File: config.mk
export PLATFORM = sky130hd
export DESIGN_NAME = usb_token_rx_flat
export DESIGN_NICKNAME = d
export VERILOG_FILES = /design/src/rtl/usb_token_rx_pkg.sv /design/src/rtl/usb_token_rx_if.sv /design/src/rtl/usb_crc5_byte.sv /design/src/rtl/usb_token_rx.sv /design/src/flat_wrapper.sv
export SDC_FILE = /design/constraint.sdc
export NUM_CORES = 1
export LEC_CHECK = 0
export ABC_AREA = 1
export CORE_AREA = 2 2 73 75
export CTS_CLUSTER_SIZE = 25
export DETAILED_ROUTE_END_ITERATION = 8
export DIE_AREA = 0 0 75 77
export HOLD_SLACK_MARGIN = 0.1
export PLACE_DENSITY_LB_ADDON = 0.25
export SLEW_MARGIN = 20
export SYNTH_ARGS = -nofsm -noshare
export SYNTH_HDL_FRONTEND = slang
export SYNTH_SLANG_ARGS = --single-unit
File: constraint.sdc
create_clock -name clk -period 3.8 [get_ports clk]
set_clock_uncertainty 0.2 [all_clocks]
set_input_delay 0.57 -clock clk [delete_from_list [all_inputs] [get_ports clk]]
set_output_delay 0.57 -clock clk [all_outputs]
set_load 0.02 [all_outputs]
File: src/rtl/usb_token_rx_pkg.sv
// Shared USB receive types: PID encodings, token fields, CRC5 constants and
// the PID classification helper used by the token receiver.
package usb_token_rx_pkg;

  typedef enum logic [3:0] {
    PID_RESERVED = 4'b0000,
    PID_OUT      = 4'b0001,
    PID_ACK      = 4'b0010,
    PID_DATA0    = 4'b0011,
    PID_PING     = 4'b0100,
    PID_SOF      = 4'b0101,
    PID_NYET     = 4'b0110,
    PID_DATA2    = 4'b0111,
    PID_SPLIT    = 4'b1000,
    PID_IN       = 4'b1001,
    PID_NAK      = 4'b1010,
    PID_DATA1    = 4'b1011,
    PID_PRE_ERR  = 4'b1100,
    PID_SETUP    = 4'b1101,
    PID_STALL    = 4'b1110,
    PID_MDATA    = 4'b1111
  } pid_t;

  typedef struct packed {
    logic [4:0] crc5;
    logic [3:0] endp;
    logic [6:0] addr;
  } token_t;

  typedef struct packed {
    logic       full_speed;
    logic       addressed;
    logic [6:0] dev_addr;
  } usb_status_t;

  typedef enum logic [1:0] {
    PC_TOKEN,
    PC_DATA,
    PC_HANDSHAKE,
    PC_SPECIAL
  } pid_class_t;

  localparam logic [4:0] CRC5_INIT     = 5'b11111;
  localparam logic [4:0] CRC5_RESIDUAL = 5'b01100;
  localparam logic [4:0] CRC5_POLY     = 5'b00101;

  // The two low PID bits select the packet class; PING/SPLIT/PRE fall in SPECIAL.
  function automatic pid_class_t pid_class(input logic [3:0] pid);
    case (pid[1:0])
      2'b01:   return PC_TOKEN;
      2'b11:   return PC_DATA;
      2'b10:   return PC_HANDSHAKE;
      default: return PC_SPECIAL;
    endcase
  endfunction

endpackage

File: src/rtl/usb_token_rx_if.sv
// Byte stream from the deserializer plus decoded strobes towards the SIE.
interface usb_token_rx_if;
  import usb_token_rx_pkg::*;

  logic       rx_active;
  logic       rx_valid;
  logic [7:0] rx_data;
  logic       rx_error;

  logic        tok_valid;
  pid_t        tok_pid;
  logic [3:0]  tok_endp;
  logic        sof_valid;
  logic [10:0] frame_num;
  logic        hs_valid;
  pid_t        hs_pid;
  logic        data_valid;
  pid_t        data_pid;
  logic        err_pid;
  logic        err_crc5;

  modport master (
    output rx_active, rx_valid, rx_data, rx_error,
    input  tok_valid, tok_pid, tok_endp, sof_valid, frame_num,
    input  hs_valid, hs_pid, data_valid, data_pid, err_pid, err_crc5
  );

  modport slave (
    input  rx_active, rx_valid, rx_data, rx_error,
    output tok_valid, tok_pid, tok_endp, sof_valid, frame_num,
    output hs_valid, hs_pid, data_valid, data_pid, err_pid, err_crc5
  );

endinterface

File: src/rtl/usb_crc5_byte.sv
// Eight-bit-parallel USB CRC5 next state (x^5+x^2+1), bits consumed LSB first.
module usb_crc5_byte
  import usb_token_rx_pkg::*;
(
  input  logic [4:0] crc_in,
  input  logic [7:0] data,
  output logic [4:0] crc_out
);

  logic [4:0] c;

  always_comb begin
    c = crc_in;
    for (int i = 0; i < 8; i++) begin
      if (data[i] ^ c[4]) c = {c[3:0], 1'b0} ^ CRC5_POLY;
      else                c = {c[3:0], 1'b0};
    end
    crc_out = c;
  end

endmodule

File: src/rtl/usb_token_rx.sv
// USB token/PID receiver: validates PID and CRC5, filters address/endpoint and
// emits single-cycle strobes for tokens, SOF, handshakes, data starts and errors.
module usb_token_rx
  import usb_token_rx_pkg::*;
#(
  parameter int USB_FULL_SPEED = 0,
  parameter int NUM_ENDP       = 4
) (
  input  logic       clk,
  input  logic       reset,
  input  logic [6:0] dev_addr,
  usb_token_rx_if.slave bus
);

  if (NUM_ENDP < 1 || NUM_ENDP > 16 || USB_FULL_SPEED < 0 || USB_FULL_SPEED > 1) begin : g_bad_param
    $error("usb_token_rx: parameter out of range");
  end

  typedef enum logic [2:0] {
    S_IDLE,
    S_PID,
    S_TOK1,
    S_TOK2,
    S_EOP,
    S_DROP
  } state_t;

  state_t     state_q, state_d;
  logic       rx_active_p0;
  pid_t       pid_p0;
  logic [6:0] addr_p0;
  logic [3:0] endp_p0;
  logic [4:0] crc_p0;
  logic [4:0] crc_next;

  logic       pid_ok, endp_ok, crc_good;
  pid_class_t rx_class, held_class;
  logic       tok_stb, sof_stb, hs_stb, data_stb, perr_stb, crc_stb;

  usb_crc5_byte u_crc (
    .crc_in  (crc_p0),
    .data    (bus.rx_data),
    .crc_out (crc_next)
  );

  assign pid_ok     = (bus.rx_data[7:4] == ~bus.rx_data[3:0]);
  assign rx_class   = pid_class(bus.rx_data[3:0]);
  assign held_class = pid_class(pid_p0);
  assign endp_ok    = ({1'b0, endp_p0} < 5'(NUM_ENDP));
  assign crc_good   = (crc_p0 == CRC5_RESIDUAL);

  always_comb begin
    state_d  = state_q;
    tok_stb  = 1'b0;
    sof_stb  = 1'b0;
    hs_stb   = 1'b0;
    data_stb = 1'b0;
    perr_stb = 1'b0;
    crc_stb  = 1'b0;
    case (state_q)
      // Enter only on a fresh rising edge so an aborted packet is never resumed.
      S_IDLE: if (bus.rx_active && !rx_active_p0) state_d = S_PID;
      S_PID: begin
        if (bus.rx_error)       state_d = S_DROP;
        else if (!bus.rx_active) state_d = S_IDLE;
        else if (bus.rx_valid) begin
          if (!pid_ok) begin
            perr_stb = 1'b1;
            state_d  = S_DROP;
          end else begin
            case (rx_class)
              PC_TOKEN:     state_d = S_TOK1;
              PC_HANDSHAKE: state_d = S_EOP;
              PC_DATA: begin
                data_stb = 1'b1;
                state_d  = S_DROP;
              end
              default:      state_d = S_DROP;
            endcase
          end
        end
      end
      S_TOK1, S_TOK2: begin
        if (bus.rx_error)        state_d = S_DROP;
        else if (!bus.rx_active) state_d = S_IDLE;
        else if (bus.rx_valid)   state_d = (state_q == S_TOK1) ? S_TOK2 : S_EOP;
      end
      S_EOP: begin
        if (bus.rx_error)      state_d = S_DROP;
        else if (!bus.rx_active) begin
          state_d = S_IDLE;
          if (held_class == PC_HANDSHAKE) hs_stb = 1'b1;
          else if (!crc_good)            crc_stb = 1'b1;
          else if (pid_p0 == PID_SOF)    sof_stb = 1'b1;
          else if (addr_p0 == dev_addr && endp_ok) tok_stb = 1'b1;
        end
        else if (bus.rx_valid) state_d = S_DROP;
      end
      S_DROP: if (!bus.rx_active) state_d = S_IDLE;
      default: state_d = S_IDLE;
    endcase
  end

  // Control and output registers
  always_ff @(posedge clk) begin
    if (reset) begin
      state_q        <= S_IDLE;
      rx_active_p0   <= 1'b1;
      bus.tok_valid  <= 1'b0;
      bus.sof_valid  <= 1'b0;
      bus.hs_valid   <= 1'b0;
      bus.data_valid <= 1'b0;
      bus.err_pid    <= 1'b0;
      bus.err_crc5   <= 1'b0;
      bus.tok_pid    <= PID_RESERVED;
      bus.tok_endp   <= 4'd0;
      bus.hs_pid     <= PID_RESERVED;
      bus.data_pid   <= PID_RESERVED;
      bus.frame_num  <= 11'd0;
    end else begin
      state_q        <= state_d;
      rx_active_p0   <= bus.rx_active;
      bus.tok_valid  <= tok_stb;
      bus.sof_valid  <= sof_stb;
      bus.hs_valid   <= hs_stb;
      bus.data_valid <= data_stb;
      bus.err_pid    <= perr_stb;
      bus.err_crc5   <= crc_stb;
      if (tok_stb) begin
        bus.tok_pid  <= pid_p0;
        bus.tok_endp <= endp_p0;
      end
      if (sof_stb)  bus.frame_num <= {endp_p0, addr_p0};
      if (hs_stb)   bus.hs_pid    <= pid_p0;
      if (data_stb) bus.data_pid  <= pid_t'(bus.rx_data[3:0]);
    end
  end

  // Packet field capture
  always_ff @(posedge clk) begin
    if (bus.rx_valid) begin
      case (state_q)
        S_PID: begin
          pid_p0 <= pid_t'(bus.rx_data[3:0]);
          crc_p0 <= CRC5_INIT;
        end
        S_TOK1: begin
          addr_p0    <= bus.rx_data[6:0];
          endp_p0[0] <= bus.rx_data[7];
          crc_p0     <= crc_next;
        end
        S_TOK2: begin
          endp_p0[3:1] <= bus.rx_data[2:0];
          crc_p0       <= crc_next;
        end
        default: ;
      endcase
    end
  end

endmodule

File: src/flat_wrapper.sv
// flat-port wrapper written by rule: the top's interface ports become plain ports
module usb_token_rx_flat import usb_token_rx_pkg::*;
#(
  parameter int USB_FULL_SPEED = 0,
  parameter int NUM_ENDP       = 4
)
  (clk, reset, dev_addr, bus_rx_active, bus_rx_valid, bus_rx_data, bus_rx_error, bus_tok_valid, bus_tok_pid, bus_tok_endp, bus_sof_valid, bus_frame_num, bus_hs_valid, bus_hs_pid, bus_data_valid, bus_data_pid, bus_err_pid, bus_err_crc5);
  usb_token_rx_if bus_i ();
  input  logic clk;
  input  logic reset;
  input  logic [6:0] dev_addr;
  input wire logic [$bits(bus_i.rx_active)-1:0] bus_rx_active;
  input wire logic [$bits(bus_i.rx_valid)-1:0] bus_rx_valid;
  input wire logic [$bits(bus_i.rx_data)-1:0] bus_rx_data;
  input wire logic [$bits(bus_i.rx_error)-1:0] bus_rx_error;
  output wire logic [$bits(bus_i.tok_valid)-1:0] bus_tok_valid;
  output wire logic [$bits(bus_i.tok_pid)-1:0] bus_tok_pid;
  output wire logic [$bits(bus_i.tok_endp)-1:0] bus_tok_endp;
  output wire logic [$bits(bus_i.sof_valid)-1:0] bus_sof_valid;
  output wire logic [$bits(bus_i.frame_num)-1:0] bus_frame_num;
  output wire logic [$bits(bus_i.hs_valid)-1:0] bus_hs_valid;
  output wire logic [$bits(bus_i.hs_pid)-1:0] bus_hs_pid;
  output wire logic [$bits(bus_i.data_valid)-1:0] bus_data_valid;
  output wire logic [$bits(bus_i.data_pid)-1:0] bus_data_pid;
  output wire logic [$bits(bus_i.err_pid)-1:0] bus_err_pid;
  output wire logic [$bits(bus_i.err_crc5)-1:0] bus_err_crc5;
  assign bus_i.rx_active = bus_rx_active;
  assign bus_i.rx_valid = bus_rx_valid;
  assign bus_i.rx_data = bus_rx_data;
  assign bus_i.rx_error = bus_rx_error;
  assign bus_tok_valid = bus_i.tok_valid;
  assign bus_tok_pid = bus_i.tok_pid;
  assign bus_tok_endp = bus_i.tok_endp;
  assign bus_sof_valid = bus_i.sof_valid;
  assign bus_frame_num = bus_i.frame_num;
  assign bus_hs_valid = bus_i.hs_valid;
  assign bus_hs_pid = bus_i.hs_pid;
  assign bus_data_valid = bus_i.data_valid;
  assign bus_data_pid = bus_i.data_pid;
  assign bus_err_pid = bus_i.err_pid;
  assign bus_err_crc5 = bus_i.err_crc5;
  usb_token_rx #(.USB_FULL_SPEED(USB_FULL_SPEED), .NUM_ENDP(NUM_ENDP)) u_core (.clk(clk), .reset(reset), .dev_addr(dev_addr), .bus(bus_i));
endmodule
After elaboration in Yosys (flattened, before gate mapping)
Cells that the tools add are included.
W data, S select, Z words.
- logic and storage cells: 128
- register bits: 57
- input port bits: 20
- output and inout port bits: 33
- multiplexer cells: 51
- reductions and logical operators: 14
- order comparisons: 1
- eq/ne operators: 23
- bitwise operators: 21
- operators with widths (kind ; count):
    $mux W3 ; 21
    $mux W1 ; 25
    $not A2 Y2 ; 8
    $pmux W3 S5 ; 1
    $eq A2 B2 Y1 const B ; 6
    $pmux W2 S3 ; 2
    $pmux W5 S2 ; 1
    $reduce_or A5 Y1 ; 2
    $ne A4 B4 Y1 const B ; 2
    $reduce_and A2 Y1 ; 4
    $xor A1 B1 Y1 ; 8
    $eq A7 B7 Y1 ; 1
    $eq A2 B1 Y1 const B ; 3
    $eq A3 B2 Y1 const B ; 2
    $eq A3 B3 Y1 const B ; 2
    $pmux W3 S2 ; 1
    $eq A5 B4 Y1 const B ; 1
    $reduce_and A5 Y1 ; 1
    $eq A4 B3 Y1 const B ; 1
    $eq A4 B4 Y1 ; 1
    $lt A4 B3 Y1 const B ; 1
    $ne A4 B2 Y1 const B ; 1
    $not A1 Y1 ; 4
    $not A4 Y4 ; 1
    9 further kinds ; 10

Longest topological paths before layout
Gate-level depths: netlist of the first run.
- depth in word-level cells: 17
- mapped depth: 12
- depth with buffers taken out: 11

By module
Synthesis of the first run repeated with hierarchy kept, for this count alone.
- cells, all modules: 379
- area total of the unflattened synthesis: 2905.3 µm²
- by module, submodules not included (module ; sequential area each (µm²) ; area each (µm²) ; times used ; cells an instance):
    usb_token_rx ; 1341.3 ; 2536.2 ; 1 ; 298
    usb_crc5_byte ; 0.0 ; 369.1 ; 1 ; 81

Worst setup path after synthesis of the first run
Ideal clock, no wire load.
- path kind: input-to-reg
- start: input bus_rx_valid
- end: register u_core.addr_p0[0], enable pin
- slack: 1.960 ns
- buffers on the path: 0
- cell stages on the path: 2
- setup time: 0.383 ns
- required time: 3.217 ns
- data arrival time: 1.257 ns
- path through: inv_1 > nor3_1
- word-level cells in the longest chain between the ends: 1
- RTL lines (what ; RTL line ; text):
    start: declaration ; flat_wrapper.sv:13 ; input wire logic [$bits(bus_i.rx_valid)-1:0] bus_rx_valid;
    $reduce_and A2 Y1 (no source line) ; -- ;
    end signal: assignment ; usb_token_rx.sv:148 ; addr_p0 <= bus.rx_data[6:0];
    end: declaration ; usb_token_rx.sv:31 ; logic [6:0] addr_p0;
No other way between the ends.
A chain may end at the register's enable or synchronous reset.

Worst setup path in the final report of the first run
- start: input bus_rx_data[0]
- end: register u_core.crc_p0[2] (data pin)
- word-level cells in the longest chain between the ends: 11
- RTL lines (what ; RTL line ; text):
    start: declaration ; flat_wrapper.sv:14 ; input wire logic [$bits(bus_i.rx_data)-1:0] bus_rx_data;
    $xor A1 B1 Y1 (*) ; usb_crc5_byte.sv:15 ; if (data[i] ^ c[4]) c = {c[3:0], 1'b0} ^ CRC5_POLY;
    $mux W3 (*) (2 in a row) ; usb_crc5_byte.sv:15 ;
    $not A2 Y2 (no source line) ; -- ;
    $mux W3 (*) ; usb_crc5_byte.sv:15 ;
    $xor A1 B1 Y1 (*) ; usb_crc5_byte.sv:15 ;
    $mux W3 (*) (2 in a row) ; usb_crc5_byte.sv:15 ;
    $not A2 Y2 (no source line) ; -- ;
    $mux W3 (*) ; usb_crc5_byte.sv:15 ;
    $pmux W5 S2 (*) ; usb_token_rx.sv:142 ; case (state_q)
    end signal: assignment ; usb_token_rx.sv:150 ; crc_p0 <= crc_next;
    end signal: assignment ; usb_token_rx.sv:154 ; crc_p0 <= crc_next;
    end: declaration ; usb_token_rx.sv:33 ; logic [4:0] crc_p0;
Every way passes the cells marked *; elsewhere a longest branch is shown, timed or not.

==> summary.txt, run 1 <==
Power
  – Clock share of power: 38.3%
  – Total power: 1.39 mW
  – PD cells: 405 nW/um^2
  – Switching power: 366 uW
  – Peak supply drop: 0.000263 V
  – Sw Ratio: 26.3%
  – Seq pwr share: 48.0%
  – Leak: 1.38 nW
  – Combinational fraction of design power: 13.7%
  – P_int: 1.03 mW

Worst hold path
  – Hold Path Sink: u_core.bus.hs_pid[0]
  – Hold_sp: u_core.bus.hs_pid[0]
  – Hold Path Stages: 2
  – Min-delay worst type: reg -> reg

Global routing
  – First-pass GRT wire length: 9.36 mm
  – Gr ovfl total: 0
  – Largest net degree at the start of global routing: 24
  – Vias in the first global route: 2028
  – All-layer global routing usage: 21.3%
  – Initial antenna violation count: 0

Route
  – Post-route ant nets: 0
  – Routed vias: 2250
  – DRC errors left: 0
  – Via density: 4.97
  – Final wirelength: 5.57 mm
  – Initial DRC Count: 121
  – Routed len/inst: 12.3 um
  – TritonRoute pass-1 iters: 5

Floorplan
  – Number of top-level pins: 53
  – Area of the core: 4980 um^2
  – Initial Util: 54.1%
  – Area of the die: 5780 um^2
  – Die Ht: 77 um
  – Num rows: 26
  – Die boundary width: 75 um

Placement
  – Post-DP HPWL: 4.07 mm
  – DP Worst Slack: 1.16 ns
  – Buffers on Ports: 52
  – GPL Wtd Cong: 0.912
  – Placed cell count: 438

STA
  – Setup TNS Final: 0 ns
  – Tightest Pin Transition: 0.817 ns
  – Period utilization: 61.5%
  – Final Max Slew Viols: 0
  – Rel. slew slack: 45.1%
  – Final Setup Violations: 0
  – Worst Hold Margin: 0.240 ns
  – Minimum clock period after layout: 2.34 ns
  – Fmax: 0.428 GHz
  – Final hold vios: 0
  – RSZ-0062 raised after global routing: no
  – PnR worst setup slack: 1.46 ns

Final layout
  – Area Overhead vs Synth: 27.6%
  – Inserted Diodes: 0
  – Final nets: 402
  – Share of layout cells above drive strength 1: 8.36%
  – Final Instance Count excl. Fillers: 453

Logic synthesis
  – Mapped Nets: 345
  – Number of synthesized register bits: 57
  – Yosys cell types: 30
  – Synth Area in Adders: 1.39%
  – Syn Area/Cell: 8.36 um^2
  – Area leader, netlist: dfxtp_1
  – Compound-Gate Fraction of Synth Area: 9.44%
  – Top-area cell type share of the netlist area: 27.5%
  – Yosys warns: 0
  – Mux share of post-synthesis cell area: 0%
  – Post-Synth XOR/XNOR Area: 4.88%
  – Dominant synthesized flop cell: dfxtp_1
  – Post-Syn Area: 2690 um^2
  – Number of flops mapped to enable cells by yosys: 20
  – Largest family of logic cells by synthesized area: simple AND/OR/NAND/NOR gates
  – Synthesized instance count: 322
  – Sequential fraction of the synthesis area: 49.8%
  – Ys async rst share: 0%
  – Simple logic cell fraction of the synthesized area: 24.9%
  – Synth area leaders: dfxtp_1 (28%), edfxtp_1 (22%), nand2_1 (8.1%)

Critical path
  – Reg2reg start: u_core.crc_p0[1]
  – Reg2Reg Setup Slack: 1.56 ns
  – Critical setup path kind: in -> reg
  – Worst Reg-to-Reg Cells: 6
  – Endpoint of the worst register-to-register path: u_core.bus.tok_pid[3]
  – Crit path launch type: input pin
  – Setup crit end kind: flip-flop
  – Worst EP arrival: 2.21 ns
  – Worst Path Required: 3.67 ns
  – Crit-path max FO: 9

Clock network
  – Clock Sinks: 57
  – CTS Buffer Depth: 2
  – Worst-skew pair later-pin latency: 0.34 ns
  – CTS Buf Count: 9
  – Clock transition time at the flip-flop clock pins of the worst setup and hold paths: 0.06 ns
  – Number of post-CTS setup repair buffers: 0
  – H-tree levels: 3
  – CTS tree: yes
  – Post-cts resize count: 0
  – Root buf cell: clkbuf_8
  – Post-CTS Hold Buffers: 0

Run
  – Max cap viols: 0

Outcome
  – Status: finished clean
[final cells by class]
class,instances,area (um^2)
flip-flops and latches,57,1340
fillers,406,1540
multi-input cells,207,1090
clock buffers,13,180
well taps,70,87.6
clock inverters,2,10.0
repair buffers,54,536
inverters,50,188
[cell families after synthesis]
kind of cell	after synthesis
AOI/OAI and AO/OA	40
DFF	57
xor gates and xnor gates	15
buffers and inverters	58
adders and majority gates	3
and+or+nand+nor	149
[cell usage in the layout (no fill, tap or decap), types with 3 or more instances in the layout]
master	netlist	routed
a211oi_1	8	8
a211oi_2	4	4
a21oi_1	17	17
clkbuf_8	1	11
clkdlybuf4s50_1	0	52
dfxtp_1	37	37
edfxtp_1	20	20
ha_1	3	3
inv_1	47	47
inv_2	3	3
nand2_1	58	58
nand2_2	3	3
nand3_1	10	10
nand3b_1	5	5
nand4_1	6	6
nor2_1	53	53
nor3_1	7	7
o21ai_0	9	9
xnor2_1	7	7
xor2_1	8	8
[synthesized netlist by cell type, types with 7 or more instances]
cell type / number
a211oi_1: 8
dfxtp_1: 37
o21ai_0: 9
nor2_1: 53
nand3_1: 10
xor2_1: 8
xnor2_1: 7
nand2_1: 58
a21oi_1: 17
nor3_1: 7
edfxtp_1: 20
inv_1: 47
[stage by stage]
| stage | cell area [um^2] | utilization [%] |
|---|---|---|
| floorplan | 2690 | - |
| global placement | 3240 | 65.2 |
| detailed placement | 3240 | 65.2 |
| CTS | 3430 | 69.0 |
| global route | 3430 | 69.0 |
| finish | 3430 | 69.0 |
[registers in the layout (all words and copies together), names as in the netlist, 3 cells and up]
register,cells
u_core.bus.data_pid,4
u_core.endp_p0,4
u_core.bus.frame_num,11
u_core.state_q,3
u_core.bus.tok_pid,4
u_core.pid_p0,4
u_core.crc_p0,5
u_core.bus.hs_pid,4
u_core.bus.tok_endp,4
u_core.addr_p0,7
[how the worst max path moves through the flow]
stage	startpoint	endpoint	slack, ns
floorplan	bus_rx_valid	u_core.addr_p0[0]	1.96
global placement	bus_rx_data[0]	u_core.crc_p0[2]	1.17
detailed placement	bus_rx_data[0]	u_core.crc_p0[2]	1.16
CTS	bus_rx_data[0]	u_core.crc_p0[2]	1.47
global route	bus_rx_data[0]	u_core.bus.data_pid[1]	1.27
finish	bus_rx_data[0]	u_core.crc_p0[2]	1.46
[power groups by stage]
| stage | registers (mW) | clock network [mW] | logic, mW |
|---|---|---|---|
| finish | 0.668 | 0.533 | 0.191 |
| global route | 0.670 | 0.566 | 0.219 |
| global placement | 0.681 | 0 | 0.186 |
| CTS | 0.668 | 0.540 | 0.190 |
| detailed placement | 0.680 | 0 | 0.188 |
| floorplan | 0.671 | 0 | 0.146 |
[worst max-delay path: stages]
cell and delay (ns):
clkdlybuf4s50_1 0.61, xnor2_1 0.36, xor2_1 0.21, xor2_1 0.22, inv_1 0.10, nand2_1 0.06, nand3_1 0.07
[per-layer routing]
layer  vias up  wire [um]  global-route usage [%]
li1       1149          -                       -
met1      1015       2400                    27.3
met2        78       2770                    33.6
met3         8        319                    6.18
met4         0         85                    8.04
met5         -          0                       0
Power figures use the tool's default switching activity.
==> run 2: changes to the inputs <==
Settings changed: CORE_AREA 2 2 73 75 to 2 2 76 78, DIE_AREA 0 0 75 77 to 0 0 78 80.
Clock period 3.8 ns to 2.3 ns, I/O delays scaled along.
==> run 2 against run 1 <==
Critical path depth unchanged. Global-route usage decreased by 1.1 points. Sequential power up 65%. Routed wire length grew 4.3%. First-iteration DRC count rose by 0.83%. Setup slack lost 1.1 ns. Sequential share of layout area fell by 1.1 points. Clock-buffer cell count shrank 1. Via count increased by 2.3%. Combinational power is 76% higher. Non-clock buffer count grew 11. Critical endpoint unchanged. Core utilization fell by 3.7 points.
==> summary.txt, run 2 (synthesis gave the netlist of run 1 again) <==
Final layout
  – Most frequent cells in the layout: nand2_1 (58), nor2_1 (53), clkdlybuf4s50_1 (52), inv_1 (47), dfxtp_1 (37)
  – Post-Layout Inst Area: 3530 um^2 (+2.8%)
  – Largest register FFs: 11 (unchanged)
  – Core Util, Final: 65.3% (-3.7 points)
  – Largest register by flop count: u_core.bus.frame_num
  – Final nets: 413 (+2.7%)
  – Biggest registers after layout: u_core.bus.frame_num: 11 flops, u_core.addr_p0: 7 flops, u_core.crc_p0: 5 flops
  – Inserted Diodes: 0 (unchanged)
  – Share of layout cells above drive strength 1: 11.1% (+2.8 points)
  – Final Instance Count excl. Fillers: 467 (+3.1%)
  – Most common cell after layout, fill and taps aside: nand2_1
  – Area Overhead vs Synth: 31.2%

Clock network
  – Root buf cell: clkbuf_8
  – Clock Sinks: 57 (unchanged)
  – Post-CTS Hold Buffers: 0 (unchanged)
  – CTS tree: yes
  – Worst-skew pair later-pin latency: 0.34 ns (about the same)
  – Clock transition time at the flip-flop clock pins of the worst setup and hold paths: 0.06 ns (about the same)
  – Post-cts resize count: 0 (unchanged)
  – CTS Buf Count: 9 (unchanged)
  – CTS Buffer Depth: 2 (unchanged)
  – H-tree levels: 3 (unchanged)
  – Number of post-CTS setup repair buffers: 0 (unchanged)

Power
  – Switching power: 642 uW (+75%)
  – Combinational fraction of design power: 14.5% (+0.8 points)
  – Peak supply drop: 0.000322 V (+23%)
  – Seq pwr share: 47.4% (-0.6 points)
  – Clock share of power: 38.1% (-0.2 points)
  – Sw Ratio: 27.6% (+1.3 points)
  – P_int: 1.69 mW (+64%)
  – Leak: 1.44 nW (+4.4%)
  – PD cells: 659 nW/um^2 (+63%)

Route
  – Routed len/inst: 12.4 um (+1.2%)
  – Via density: 4.93 (-0.80%)
  – Initial DRC Count: 122 (+0.83%)
  – Routed vias: 2301 (+2.3%)
  – TritonRoute pass-1 iters: 4 (-1)
  – Final wirelength: 5.81 mm (+4.3%)
  – Post-route ant nets: 0 (unchanged)
  – DRC errors left: 0 (unchanged)

Run
  – Max cap viols: 0 (unchanged)

Global routing
  – Initial antenna violation count: 0 (unchanged)
  – Gr ovfl total: 0 (unchanged)
  – Largest net degree at the start of global routing: 24 (unchanged)
  – All-layer global routing usage: 20.2% (-1.1 points)
  – First-pass GRT wire length: 9.54 mm (+2.0%)
  – Vias in the first global route: 2118 (+4.4%)

Critical path
  – Crit-path max FO: 4 (-5)
  – Setup crit end kind: flip-flop
  – Critical setup path kind: in -> reg
  – Worst Path Required: 2.18 ns (-1.49 ns)
  – Worst EP arrival: 1.83 ns (-0.38 ns)
  – Crit path launch type: input pin

Floorplan
  – Num rows: 27 (+3.8%)
  – Area of the die: 6240 um^2 (+8.1%)
  – Initial Util: 49.8% (-4.3 points)
  – Die boundary width: 78 um (+4.0%)
  – Die Ht: 80 um (+3.9%)
  – Number of top-level pins: 53 (unchanged)
  – Area of the core: 5410 um^2 (+8.6%)

STA
  – Final hold vios: 0 (unchanged)
  – Setup TNS Final: 0 ns (unchanged)
  – Rel. slew slack: 64.6% (+20 points)
  – Final Setup Violations: 0 (unchanged)
  – Period utilization: 84.6%
  – Fmax: 0.514 GHz
  – RSZ-0062 raised after global routing: no
  – Tightest Pin Transition: 0.530 ns (-0.287 ns)
  – Minimum clock period after layout: 1.95 ns
  – Final Max Slew Viols: 0 (unchanged)

Placement
  – Post-DP HPWL: 4.28 mm (+5.2%)
  – Placement-stage cell area: 3340 um^2 (+3.0%)
  – Buffers on Ports: 52 (unchanged)
  – GPL Wtd Cong: 0.903 (-0.93%)
  – Placed cell count: 451 (+3.0%)

Worst hold path
  – Min-delay worst type: reg -> reg

Outcome
  – Status: finished clean
run 2: cell types whose count changed in the layout (fill, tap and decap cells not counted):
cell / delta
buf_12: +1
clkbuf_8: -1
buf_4: +10
inv_4: +2
run 2: through the flow:
| step | hold WS [ns] | power [mW] | setup WS [ns] |
|---|---|---|---|
| floorplan | 0.222 | 1.35 | 0.539 |
| global placement | 0.236 | 1.45 | 0.0511 |
| detailed placement | 0.240 | 1.45 | 0.0163 |
| CTS | 0.249 | 2.33 | 0.371 |
| global route | 0.270 | 2.43 | 0.143 |
| finish | 0.246 | 2.33 | 0.355 |
run 2: final timing paths:
| kind | slack [ns] | endpoint | depth (start not counted) | start |
|---|---|---|---|---|
| max | 0.35 | u_core.crc_p0[2] | 7 | bus_rx_data[0] |
| min | 0.25 | u_core.bus.hs_pid[0] | 2 | u_core.bus.hs_pid[0] |
| max reg2reg | 0.41 | u_core.bus.frame_num[2] | 4 | u_core.crc_p0[1] |
| min reg2reg | 0.25 | u_core.bus.hs_pid[0] | 2 | u_core.bus.hs_pid[0] |
run 2: cell type report:
cell class | instances | area [um^2]
flip-flops and latches | 57 | 1340
inverters | 50 | 188
clock inverters | 4 | 22.5
clock buffers | 12 | 166
well taps | 72 | 90.1
fillers | 461 | 1870
repair buffers | 65 | 631
multi-input cells | 207 | 1090
run 2: worst max-delay path: stages:
cell and delay [ns]:
clkdlybuf4s50_1 0.48, xnor2_1 0.36, xor2_1 0.20, xor2_1 0.20, inv_1 0.11, nand2_1 0.07
nand3_1 0.07
run 2: power by group through the flow:
stage / clock (mW) / combinational [mW] / sequential (mW)
final: 0.887 / 0.337 / 1.10
after global routing: 0.942 / 0.380 / 1.10
after CTS: 0.899 / 0.331 / 1.10
after detailed placement: 0 / 0.330 / 1.12
after global placement: 0 / 0.322 / 1.12
after floorplan: 0 / 0.242 / 1.11
run 2: routing by layer:
metal	vias up	GRT usage, %	wire length, um
met3	13	3.85	307
met5	-	0	0
met1	1052	24.4	2550
met4	0	11.9	117
li1	1168	-	-
met2	68	33.6	2830
